--- src/rtl/change_payout_if.sv ---
`default_nettype none
// ============================================================================
// Module   : change_payout_if
// Brief    : Request, hopper, refill and status signals of the change payout.
// Revision : 1.0
// ============================================================================
interface change_payout_if;
    logic       change_req;
    logic [1:0] change_amt;
    logic       req_ready;
    logic       eject5;
    logic       eject10;
    logic       hopper_ack;
    logic       refill5;
    logic       refill10;
    logic [3:0] inv5;
    logic [3:0] inv10;
    logic       busy;
    logic       done;
    logic       fault;
    logic [1:0] shortfall;

    modport master (
        output change_req, change_amt, hopper_ack, refill5, refill10,
        input  req_ready, eject5, eject10, inv5, inv10, busy, done, fault, shortfall
    );

    modport slave (
        input  change_req, change_amt, hopper_ack, refill5, refill10,
        output req_ready, eject5, eject10, inv5, inv10, busy, done, fault, shortfall
    );
endinterface
`default_nettype wire

--- src/rtl/change_payout.sv ---
`default_nettype none
// ============================================================================
// Module   : change_payout
// Brief    : Pays change in 5/10-unit coins from a tracked hopper inventory.
//            Optional WAIT_ACK timeout enabled by CHANGE_PAYOUT_TIMEOUT_EN.
// Revision : 1.0
// ============================================================================
module change_payout #(
    parameter int INV5_INIT   = 4,
    parameter int INV10_INIT  = 4,
    parameter int ACK_TIMEOUT = 8
) (
    input  wire logic       clk,
    input  wire logic       reset,
    change_payout_if.slave  bus
);

    typedef enum logic [2:0] {
        S_IDLE     = 3'd0,
        S_EJECT    = 3'd1,
        S_WAIT_ACK = 3'd2,
        S_DONE     = 3'd3,
        S_FAULT    = 3'd4
    } state_t;

    state_t     r_state, w_next;
    logic [1:0] r_remaining, w_remaining_next;
    logic       r_coin10, w_coin10_next;
    logic [3:0] r_inv5, r_inv10;
    logic       w_pick10, w_pick5, w_ack, w_tmo_hit;

    if (ACK_TIMEOUT < 1) begin : g_bad_timeout
        $error("ACK_TIMEOUT must be at least 1");
    end

    // Larger coin first; fall back to 5s when no 10s remain.
    assign w_pick10 = (r_remaining >= 2'd2) && (r_inv10 != 4'd0);
    assign w_pick5  = !w_pick10 && (r_inv5 != 4'd0);
    assign w_ack    = (r_state == S_WAIT_ACK) && bus.hopper_ack;

`ifdef CHANGE_PAYOUT_TIMEOUT_EN
    localparam int c_TMO_W = $clog2(ACK_TIMEOUT + 1);
    logic [c_TMO_W-1:0] r_tmo;

    always_ff @(posedge clk) begin
        if (reset || r_state != S_WAIT_ACK) r_tmo <= '0;
        else                                r_tmo <= r_tmo + 1'b1;
    end

    assign w_tmo_hit = (r_tmo == c_TMO_W'(ACK_TIMEOUT - 1));
`else
    assign w_tmo_hit = 1'b0;
`endif

    always_ff @(posedge clk) begin
        if (reset) begin
            r_state     <= S_IDLE;
            r_remaining <= 2'd0;
            r_coin10    <= 1'b0;
        end else begin
            r_state     <= w_next;
            r_remaining <= w_remaining_next;
            r_coin10    <= w_coin10_next;
        end
    end

    always_comb begin
        w_next           = r_state;
        w_remaining_next = r_remaining;
        w_coin10_next    = r_coin10;
        case (r_state)
            S_IDLE: begin
                if (bus.change_req) begin
                    if (bus.change_amt != 2'b00) begin
                        w_remaining_next = bus.change_amt;
                        w_next           = S_EJECT;
                    end else begin
                        w_next = S_DONE;
                    end
                end
            end
            S_EJECT: begin
                if (w_pick10) begin
                    w_coin10_next = 1'b1;
                    w_next        = S_WAIT_ACK;
                end else if (w_pick5) begin
                    w_coin10_next = 1'b0;
                    w_next        = S_WAIT_ACK;
                end else begin
                    w_next = S_FAULT;
                end
            end
            S_WAIT_ACK: begin
                if (bus.hopper_ack) begin
                    w_remaining_next = r_remaining - (r_coin10 ? 2'd2 : 2'd1);
                    w_next = (w_remaining_next == 2'd0) ? S_DONE : S_EJECT;
                end else if (w_tmo_hit) begin
                    w_next = S_FAULT;
                end
            end
            S_DONE:  w_next = S_IDLE;
            S_FAULT: w_next = S_FAULT;
            default: w_next = S_IDLE;
        endcase
    end

    // A refill and an acked drop in the same cycle cancel out.
    function automatic logic [3:0] f_inv_next(input logic [3:0] cur, input logic inc,
                                              input logic dec);
        case ({inc, dec})
            2'b10:   f_inv_next = (cur == 4'd15) ? cur : cur + 4'd1;
            2'b01:   f_inv_next = cur - 4'd1;
            default: f_inv_next = cur;
        endcase
    endfunction

    always_ff @(posedge clk) begin
        if (reset) begin
            r_inv5  <= 4'(INV5_INIT);
            r_inv10 <= 4'(INV10_INIT);
        end else begin
            r_inv5  <= f_inv_next(r_inv5,  bus.refill5,  w_ack && !r_coin10);
            r_inv10 <= f_inv_next(r_inv10, bus.refill10, w_ack &&  r_coin10);
        end
    end

    assign bus.req_ready = (r_state == S_IDLE);
    assign bus.busy      = (r_state != S_IDLE);
    assign bus.eject10   = (r_state == S_EJECT) && w_pick10;
    assign bus.eject5    = (r_state == S_EJECT) && w_pick5;
    assign bus.done      = (r_state == S_DONE);
    assign bus.fault     = (r_state == S_FAULT);
    assign bus.shortfall = (r_state == S_FAULT) ? r_remaining : 2'd0;
    assign bus.inv5      = r_inv5;
    assign bus.inv10     = r_inv10;

endmodule
`default_nettype wire

--- src/flat_wrapper.sv ---
// flat-port wrapper written by rule: the top's interface ports become plain ports
module change_payout_flat 
#(
    parameter int INV5_INIT   = 4,
    parameter int INV10_INIT  = 4,
    parameter int ACK_TIMEOUT = 8
)
  (clk, reset, bus_change_req, bus_change_amt, bus_hopper_ack, bus_refill5, bus_refill10, bus_req_ready, bus_eject5, bus_eject10, bus_inv5, bus_inv10, bus_busy, bus_done, bus_fault, bus_shortfall);
  change_payout_if bus_i ();
  input  wire logic clk;
  input  wire logic reset;
  input wire logic [$bits(bus_i.change_req)-1:0] bus_change_req;
  input wire logic [$bits(bus_i.change_amt)-1:0] bus_change_amt;
  input wire logic [$bits(bus_i.hopper_ack)-1:0] bus_hopper_ack;
  input wire logic [$bits(bus_i.refill5)-1:0] bus_refill5;
  input wire logic [$bits(bus_i.refill10)-1:0] bus_refill10;
  output wire logic [$bits(bus_i.req_ready)-1:0] bus_req_ready;
  output wire logic [$bits(bus_i.eject5)-1:0] bus_eject5;
  output wire logic [$bits(bus_i.eject10)-1:0] bus_eject10;
  output wire logic [$bits(bus_i.inv5)-1:0] bus_inv5;
  output wire logic [$bits(bus_i.inv10)-1:0] bus_inv10;
  output wire logic [$bits(bus_i.busy)-1:0] bus_busy;
  output wire logic [$bits(bus_i.done)-1:0] bus_done;
  output wire logic [$bits(bus_i.fault)-1:0] bus_fault;
  output wire logic [$bits(bus_i.shortfall)-1:0] bus_shortfall;
  assign bus_i.change_req = bus_change_req;
  assign bus_i.change_amt = bus_change_amt;
  assign bus_i.hopper_ack = bus_hopper_ack;
  assign bus_i.refill5 = bus_refill5;
  assign bus_i.refill10 = bus_refill10;
  assign bus_req_ready = bus_i.req_ready;
  assign bus_eject5 = bus_i.eject5;
  assign bus_eject10 = bus_i.eject10;
  assign bus_inv5 = bus_i.inv5;
  assign bus_inv10 = bus_i.inv10;
  assign bus_busy = bus_i.busy;
  assign bus_done = bus_i.done;
  assign bus_fault = bus_i.fault;
  assign bus_shortfall = bus_i.shortfall;
  change_payout #(.INV5_INIT(INV5_INIT), .INV10_INIT(INV10_INIT), .ACK_TIMEOUT(ACK_TIMEOUT)) u_core (.clk(clk), .reset(reset), .bus(bus_i));
endmodule
--- config.mk ---
export PLATFORM = sky130hd
export DESIGN_NAME = change_payout_flat
export DESIGN_NICKNAME = d
export VERILOG_FILES = /design/src/rtl/change_payout_if.sv /design/src/rtl/change_payout.sv /design/src/flat_wrapper.sv
export SDC_FILE = /design/constraint.sdc
export NUM_CORES = 1
export LEC_CHECK = 0
export CAP_MARGIN = 20
export CORE_ASPECT_RATIO = 0.7
export CORE_MARGIN = 1.5
export CORE_UTILIZATION = 52
export CTS_CLUSTER_SIZE = 12
export DETAILED_ROUTE_END_ITERATION = 7
export GPL_TIMING_DRIVEN = 1
export PLACE_DENSITY = 0.84
export SKIP_LAST_GASP = 1
export SYNTH_ARGS = -nofsm -noshare
export SYNTH_HDL_FRONTEND = slang
export SYNTH_SLANG_ARGS = --single-unit
--- constraint.sdc ---
create_clock -name clk -period 3.1 [get_ports clk]
set_input_delay 0.62 -clock clk [delete_from_list [all_inputs] [get_ports clk]]
set_output_delay 0.62 -clock clk [all_outputs]
set_load 0.02 [all_outputs]
# Yosys cells after proc, flatten, opt, wreduce, memory -nomap -nowiden
# Cells that the tools add are included.
op_classes:
  addsub: 5
  n_mul: 0
  div_mod_pow: 0
  n_lt_le_gt_ge: 1
  eq_ne: 15
  n_shift: 0
  n_mux: 19
  bitwise: 0
  n_reduce_logical: 24
ops:
  columns: ["cell", "count"]
  rows:
  - ["$pmux 4 s2", 2]
  - ["$mux 2", 7]
  - ["$mux 3", 4]
  - ["$pmux 3 s4", 1]
  - ["$reduce_bool 2->1", 5]
  - ["$add 4x1->4 const B", 2]
  - ["$eq 4x4->1 const B", 2]
  - ["$mux 4", 2]
  - ["$ne 2x2->1 const B", 4]
  - ["$reduce_and 2->1", 4]
  - ["$reduce_bool 4->1", 2]
  - ["$sub 4x1->4 const B", 2]
  - ["$logic_and 1x1->1", 7]
  - ["$eq 3x2->1 const B", 2]
  - ["$eq 2x1->1 const B", 2]
  - ["$eq 2x2->1 const B", 2]
  - ["$pmux 2 s2", 1]
  - ["$reduce_and 4->1", 1]
  - ["$eq 3x1->1 const B", 1]
  - ["$eq 3x3->1 const B", 1]
  - ["$logic_not 3->1", 1]
  - ["$reduce_bool 3->1", 1]
  - ["$ge 2x2->1 const B", 1]
  - ["$logic_not 1->1", 2]
  - ["4 further kinds", 5]
totals:
  register_bits: 14
  latch_bits: 0
  mem_bits_rw: 0
  rom_bits: 0
  out_inout_bits: 16
  elab_cells: 69
  memories: 0

# Logic depth before layout (Yosys ltp)
# Gate-level depths: netlist (run 1).
logic_depth:
  depth_word: 7
  mapped_depth: 9
  mapped_depth_nobuf: 8

# Worst setup path after synthesis (run 1)
# Ideal clock, no wire load.
synth_path:
  kind: "register to output"
  start: "register u_core.r_inv10[1], in the netlist u_core.bus.inv10[1]"
  end: "output bus_eject10"
  arrival_time_ps: 1336
  slack_ps: 1144
  path_stages_with_launch: 5
  n_path_buf: 1
  path_cell_list: "dfxtp_1 > clkbuf_1 > o41ai_1 > or3_1 > inv_1"
synth_between:
  elab_chain_len: 3
synth_rtl:
  columns: ["item", "line_no", "rtl"]
  rows:
  - ["start, declared", "change_payout.sv:29", "logic [3:0] r_inv5, r_inv10;"]
  - ["start signal, assigned", "change_payout.sv:120", "r_inv10 <= 4'(INV10_INIT);"]
  - ["start signal, assigned", "change_payout.sv:123", "r_inv10 <= f_inv_next(r_inv10, bus.refill10, w_ack && r_coin10);"]
  - ["$reduce_bool 4->1", "change_payout.sv:37", "assign w_pick10 = (r_remaining >= 2'd2) && (r_inv10 != 4'd0);"]
  - ["$logic_and 1x1->1", "change_payout.sv:37", null]
  - ["$logic_and 1x1->1", "change_payout.sv:129", "assign bus.eject10 = (r_state == S_EJECT) && w_pick10;"]
  - ["end, declared", "flat_wrapper.sv:19", "output wire logic [$bits(bus_i.eject10)-1:0] bus_eject10;"]
# No other way between the ends.

# Final worst setup path (run 1)
layout_path:
  start: "register u_core.r_inv10[0], in the netlist u_core.bus.inv10[0]"
  end: "output bus_eject5"
layout_between:
  elab_chain_len: 5
layout_rtl:
  columns: ["item", "line_no", "rtl"]
  rows:
  - ["$reduce_bool 4->1", "change_payout.sv:37", null]
  - ["$logic_and 1x1->1", "change_payout.sv:37", null]
  - ["$logic_not 1->1", "change_payout.sv:38", "assign w_pick5 = !w_pick10 && (r_inv5 != 4'd0);"]
  - ["$logic_and 1x1->1", "change_payout.sv:38", null]
  - ["$logic_and 1x1->1", "change_payout.sv:130", "assign bus.eject5 = (r_state == S_EJECT) && w_pick5;"]
  - ["end, declared", "flat_wrapper.sv:18", "output wire logic [$bits(bus_i.eject5)-1:0] bus_eject5;"]
# No other way between the ends.

==> flow_summary.toml, run 1 <==
[run_status]
status = "completed"

[placed_design]
place_area_um2 = 1210
place_inst = 159
gp_congestion = 0.891
portBuffers = 23
pre_cts_ws_ns = 0.485
hpwl_mm = 1.79

[grt]
grt_antenna_before_repair = 0
track_usage = 0.264
grt_first_pass_wirelength_mm = 4.01
grt_max_degree = 22
grt_pass1_vias = 859
grt-ovfl-total = 0

[power]
p_sw_mw = 0.172
leakage_nw = 0.510
powerDensity_nw_per_um2 = 412
p_clk_frac = 0.255
internal_power_mw = 0.344
swShare = 0.333
combinationalPowerShare = 0.313
vdd_ir_drop_max_uv = 333
seqPwrFrac = 0.431

[timing]
tns_ns = 0
setup_viol = 0
grt_setup_unrepaired = "false"
max_freq_ghz = 0.370
relSlewSlack = 0.533
period_share = 0.872
worst_pin_slew_ns = 0.699
setup_ws_ns = 0.395
timing.hold.ws_ns = 0.502
slew_viol_final = 0
skew_ns = 0.00102
min_period_ns = 2.70
hold_viol_final = 0

[clocking]
clk_pin_slew_ns = 0.09
cts_root_buf = "clkbuf_4"
clock_path_buffers = 2
cts_tree = "yes"
cts_buffers = 3
cts_resized = 0
ctsHtreeMaxLevel = 1
cts_hold_buf = 0
cts.sinks = 14
post-cts-setup-buffers = 0
clk_latency_ns = 0.28

[logic_synthesis]
synthArstFlopShare = 0
netlist_instances = 120
synth-seq-area-share = 0.284
synth_flop_cell = "dfxtp_1"
syn_area_per_cell_um2 = 8.23
synth_area_um2 = 987
syn_nets = 131
synth_cell_types = 43
synth_edf_count = 0
ys_warn_count = 0
synth-seq-cells = 14

[critical_path]
start_kind = "flip-flop"
rrSetupSlack_ns = 1.05
cp_data_required_time_ns = 2.48
crit_fanout = 8
path_class = "reg -> out"
arrival_ns = 2.08
end_kind = "output port"

[die]
fp.coreArea_um2 = 1680
die_w_um = 55.1
rows = 12
dieArea_um2 = 2170
initial_core_util = 0.587
fp.dieH_um = 39.5
pin_count = 24

[cells_and_area]
antennaDiodeCount = 0
area_growth_pct = 26.6
layout-drive-gt1-share = 0.0845
finalInstanceArea_um2 = 1250
fin_cells = 163
nets = 154

[detailed_routing]
dr.pass1.iters = 4
drc = 0
ant_nets = 0
drt-initial-drc-count = 26
vias = 997
viasPerCell = 6.12
postRouteWirelength_mm = 2.35
avgRoutedWirePerCell_um = 14.4

[run]
max_cap_violations = 0

[min_path]
hp-class = "reg -> reg"
Yosys cell counts (2+ instances only):
cell type | count | area, um^2
mux2i_1 | 5 | 50.1
o21ai_0 | 5 | 25.0
dfxtp_1 | 14 | 280
nor3_1 | 3 | 15.0
xnor2_1 | 2 | 17.5
or3_1 | 2 | 12.5
a211oi_1 | 2 | 15.0
nand3_1 | 4 | 20.0
xor2_1 | 2 | 17.5
a31oi_1 | 2 | 12.5
inv_1 | 6 | 22.5
nor2_1 | 9 | 33.8
nand4_1 | 3 | 18.8
clkbuf_1 | 3 | 11.3
a21oi_1 | 7 | 35.0
nand2b_1 | 5 | 31.3
nor2b_1 | 6 | 37.5
o41ai_1 | 3 | 26.3
mux2_4 | 2 | 30.0
and3_1 | 3 | 18.8
ha_1 | 3 | 37.5
nand2_1 | 8 | 30.0
cell families after synthesis:
kind of cell | Yosys count | share of synthesized area
compound gates | 28 | 0.196
buf+inv | 12 | 0.0570
mux | 8 | 0.0925
simple gates | 51 | 0.297
xor+xnor | 4 | 0.0355
flops | 14 | 0.284
fa+ha+maj | 3 | 0.0380
worst max-delay path, cell delays in order (launching register included):
cell	delay, ns
dfxtp_1	0.40
o41ai_1	0.59
nor2b_1	0.21
clkdlybuf4s50_1	0.61
stage by stage:
| stage | utilization | total power [mW] |
|---|---|---|
| after floorplan | - | 0.324 |
| after global placement | 0.722 | 0.380 |
| final | 0.743 | 0.516 |
| after detailed placement | 0.722 | 0.386 |
| after CTS | 0.743 | 0.518 |
| after global routing | 0.743 | 0.545 |
placed cells by master, fill, tap and decap left out, types with 2 or more instances in the layout:
cell	instances
a211oi_1	2
mux2_4	2
nand4_1	3
clkdlybuf4s50_1	23
clkbuf_4	3
a31oi_1	2
nor2_1	9
nand2_1	8
and3_1	3
nand2b_1	5
xor2_1	2
ha_1	3
nor3_1	3
o41ai_1	3
or3_1	2
xnor2_1	2
mux2i_1	5
inv_1	6
dfxtp_1	14
a21oi_1	7
nor2b_1	6
o21ai_0	5
nand3_1	4
final cells by class:
type | count | area, um^2
Sequential cell | 14 | 280
Fill cell | 135 | 432
Multi-Input combinational cell | 94 | 651
Tap cell | 21 | 26.3
Clock buffer | 4 | 36.3
Inverter | 7 | 26.3
Timing Repair Buffer | 23 | 230
final timing paths:
path	startpoint	endpoint	depth (start not counted)
setup / recovery	u_core.bus.inv10[0]	bus_eject5	3
hold / removal	u_core.r_remaining[0]	u_core.r_remaining[0]	2
setup reg to reg	u_core.r_state[1]	u_core.bus.inv10[2]	7
hold reg to reg	u_core.r_remaining[0]	u_core.r_remaining[0]	2
flip-flops by register name, indices dropped and copies added, names as in the netlist:
| register | flops |
|---|---|
| u_core.bus.inv5 | 4 |
| u_core.r_state | 3 |
| u_core.r_remaining | 2 |
| u_core.r_coin10 | 1 |
| u_core.bus.inv10 | 4 |
per-layer routing:
| layer | track usage | wire length, um |
|---|---|---|
| met2 | 0.393 | 1010 |
| met1 | 0.383 | 1150 |
| met5 | 0 | 0 |
| met4 | 0.0244 | 8 |
| met3 | 0.0802 | 183 |
power by group through the flow:
stage / Sequential [mW] / Clock, mW / Combinational, mW
after floorplan: 0.224 / 0 / 0.100
after global placement: 0.224 / 0 / 0.156
after detailed placement: 0.226 / 0 / 0.160
after CTS: 0.222 / 0.135 / 0.161
after global routing: 0.226 / 0.143 / 0.177
final: 0.222 / 0.132 / 0.161
Power figures use the tool's default switching activity.
==> inputs of run 2 (changes only) <==
--- a/config.mk
+++ b/config.mk
@@ -8,11 +8,12 @@
 export CAP_MARGIN = 20
 export CORE_ASPECT_RATIO = 0.7
 export CORE_MARGIN = 1.5
-export CORE_UTILIZATION = 52
+export CORE_UTILIZATION = 46
+export CTS_BUF_LIST = sky130_fd_sc_hd__clkbuf_2
 export CTS_CLUSTER_SIZE = 12
 export DETAILED_ROUTE_END_ITERATION = 7
 export GPL_TIMING_DRIVEN = 1
-export PLACE_DENSITY = 0.84
+export PLACE_DENSITY = 0.76
 export SKIP_LAST_GASP = 1
 export SYNTH_ARGS = -nofsm -noshare
 export SYNTH_HDL_FRONTEND = slang
==> run 2 against run 1 <==
Net effect:
- fmax is 1.8% higher
- critical endpoint unchanged
- power is 9.3% lower
- worst hold slack worse by 0.0047 ns
- largest cell class unchanged
- count of clock-buffer cells in the layout is 1 lower
- register-to-register slack hardly changed
- sequential power hardly changed
- largest power group unchanged
- global-route usage is 5.7 points lower
- combinational power hardly changed
- setup slack better by 0.047 ns
- clock skew is 0.014 ns higher
- sequential share of layout area is 0.36 points higher
- non-clock buffer count stayed put
==> flow_summary.toml, run 2 (synthesis results as in run 1) <==
[detailed_routing]
viasPerCell = 6.04
avgRoutedWirePerCell_um = 14.0
ant_nets = 0
drc = 0
drt-initial-drc-count = 35
vias = 985
dr.pass1.iters = 4
postRouteWirelength_mm = 2.28

[timing]
setup_viol = 0
min_period_ns = 2.66
relSlewSlack = 0.518
max_freq_ghz = 0.376
grt_setup_unrepaired = "false"
period_share = 0.857
hold_viol_final = 0
tns_ns = 0
worst_pin_slew_ns = 0.721
skew_ns = 0.0151
slew_viol_final = 0

[power]
finalPower_mw = 0.468
powerDensity_nw_per_um2 = 380
vdd_ir_drop_max_uv = 231
leakage_nw = 0.501

[die]
die_w_um = 58.4
initial_core_util = 0.510
rows = 13
fp.dieH_um = 41.8
dieArea_um2 = 2440
pin_count = 24
fp.coreArea_um2 = 1940

[cells_and_area]
finalInstanceArea_um2 = 1230
layout-drive-gt1-share = 0.0780
layout_commonest_cell = "clkdlybuf4s50_1"
multi_input_area_um2 = 651
fin_cells = 163
layout_common_cells = "clkdlybuf4s50_1, dfxtp_1, nor2_1"
nets = 154
nFillCells = 171
regArea_um2 = 280
fin_util = 0.635
antennaDiodeCount = 0
area_growth_pct = 24.6

[clocking]
cts_hold_buf = 0
clk_pin_slew_ns = 0.12
post-cts-setup-buffers = 0
cts_buffers = 3
clk_latency_ns = 0.28
clock_path_buffers = 2
cts_root_buf = "clkbuf_2"
cts.sinks = 14
cts_tree = "yes"
cts_resized = 0
ctsHtreeMaxLevel = 1

[placed_design]
portBuffers = 23
hpwl_mm = 1.74
gp_congestion = 0.846
place_inst = 160
place_area_um2 = 1210

[critical_path]
crit_fanout = 7
cp_data_required_time_ns = 2.48
arrival_ns = 2.04
r2r_start = "u_core.r_state[1]"
setup.worst_path.start = "u_core.bus.inv5[0]"
end_kind = "output port"
start_kind = "flip-flop"
path_class = "reg -> out"
rr_worst_depth = 7

[grt]
grt_max_degree = 22
track_usage = 0.207
grt_first_pass_wirelength_mm = 3.98
grt_antenna_before_repair = 0
grt-ovfl-total = 0
grt_pass1_vias = 855

[min_path]
hold_depth = 2
hp-class = "reg -> reg"
min-delay-start = "u_core.r_remaining[0]"

[run_status]
status = "completed"

[run]
max_cap_violations = 0
-- run 2: worst max-delay path, cell delays in order (launching register included) --
cell,delay (ns)
dfxtp_1,0.39
nor4_1,0.57
or3_1,0.23
nor2b_1,0.05
clkdlybuf4s50_1,0.53
-- run 2: report_power, final --
part	switching, mW	leakage [nW]	internal, mW	total [mW]
combinational	0.0840	0.374	0.0774	0.161
clock	0.0584	0.0125	0.0264	0.0848
sequential	0.0264	0.115	0.195	0.221
total	0.169	0.501	0.299	0.468
-- run 2: per-layer routing --
| layer | GRT usage | wire [um] | up-vias |
|---|---|---|---|
| li1 | - | - | 481 |
| met1 | 0.323 | 1160 | 465 |
| met2 | 0.267 | 933 | 39 |
| met3 | 0.0717 | 184 | 0 |
| met4 | 0.0419 | 0 | 0 |
| met5 | 0 | 0 | - |
-- run 2: final cells by class --
| cell class | count | share of cell area |
|---|---|---|
| multi-input cells | 94 | 0.529 |
| flip-flops and latches | 14 | 0.228 |
| repair buffers | 23 | 0.187 |
| well taps | 22 | 0.0224 |
| inverters | 7 | 0.0214 |
| clock buffers | 3 | 0.0122 |
-- run 2: final timing paths --
| check | endpoint | slack, ns |
|---|---|---|
| worst max register to register | u_core.bus.inv10[2] | 1.04 |
| worst min register to register | u_core.r_remaining[0] | 0.50 |
| worst min-delay path | u_core.r_remaining[0] | 0.50 |
| worst max-delay path | bus_eject5 | 0.44 |
-- run 2: stage by stage --
step	setup WS [ns]	hold WS (ns)
finish	0.442	0.497
global route	0.321	0.537
global placement	0.488	0.483
CTS	0.444	0.501
detailed placement	0.491	0.480
floorplan	1.14	0.448
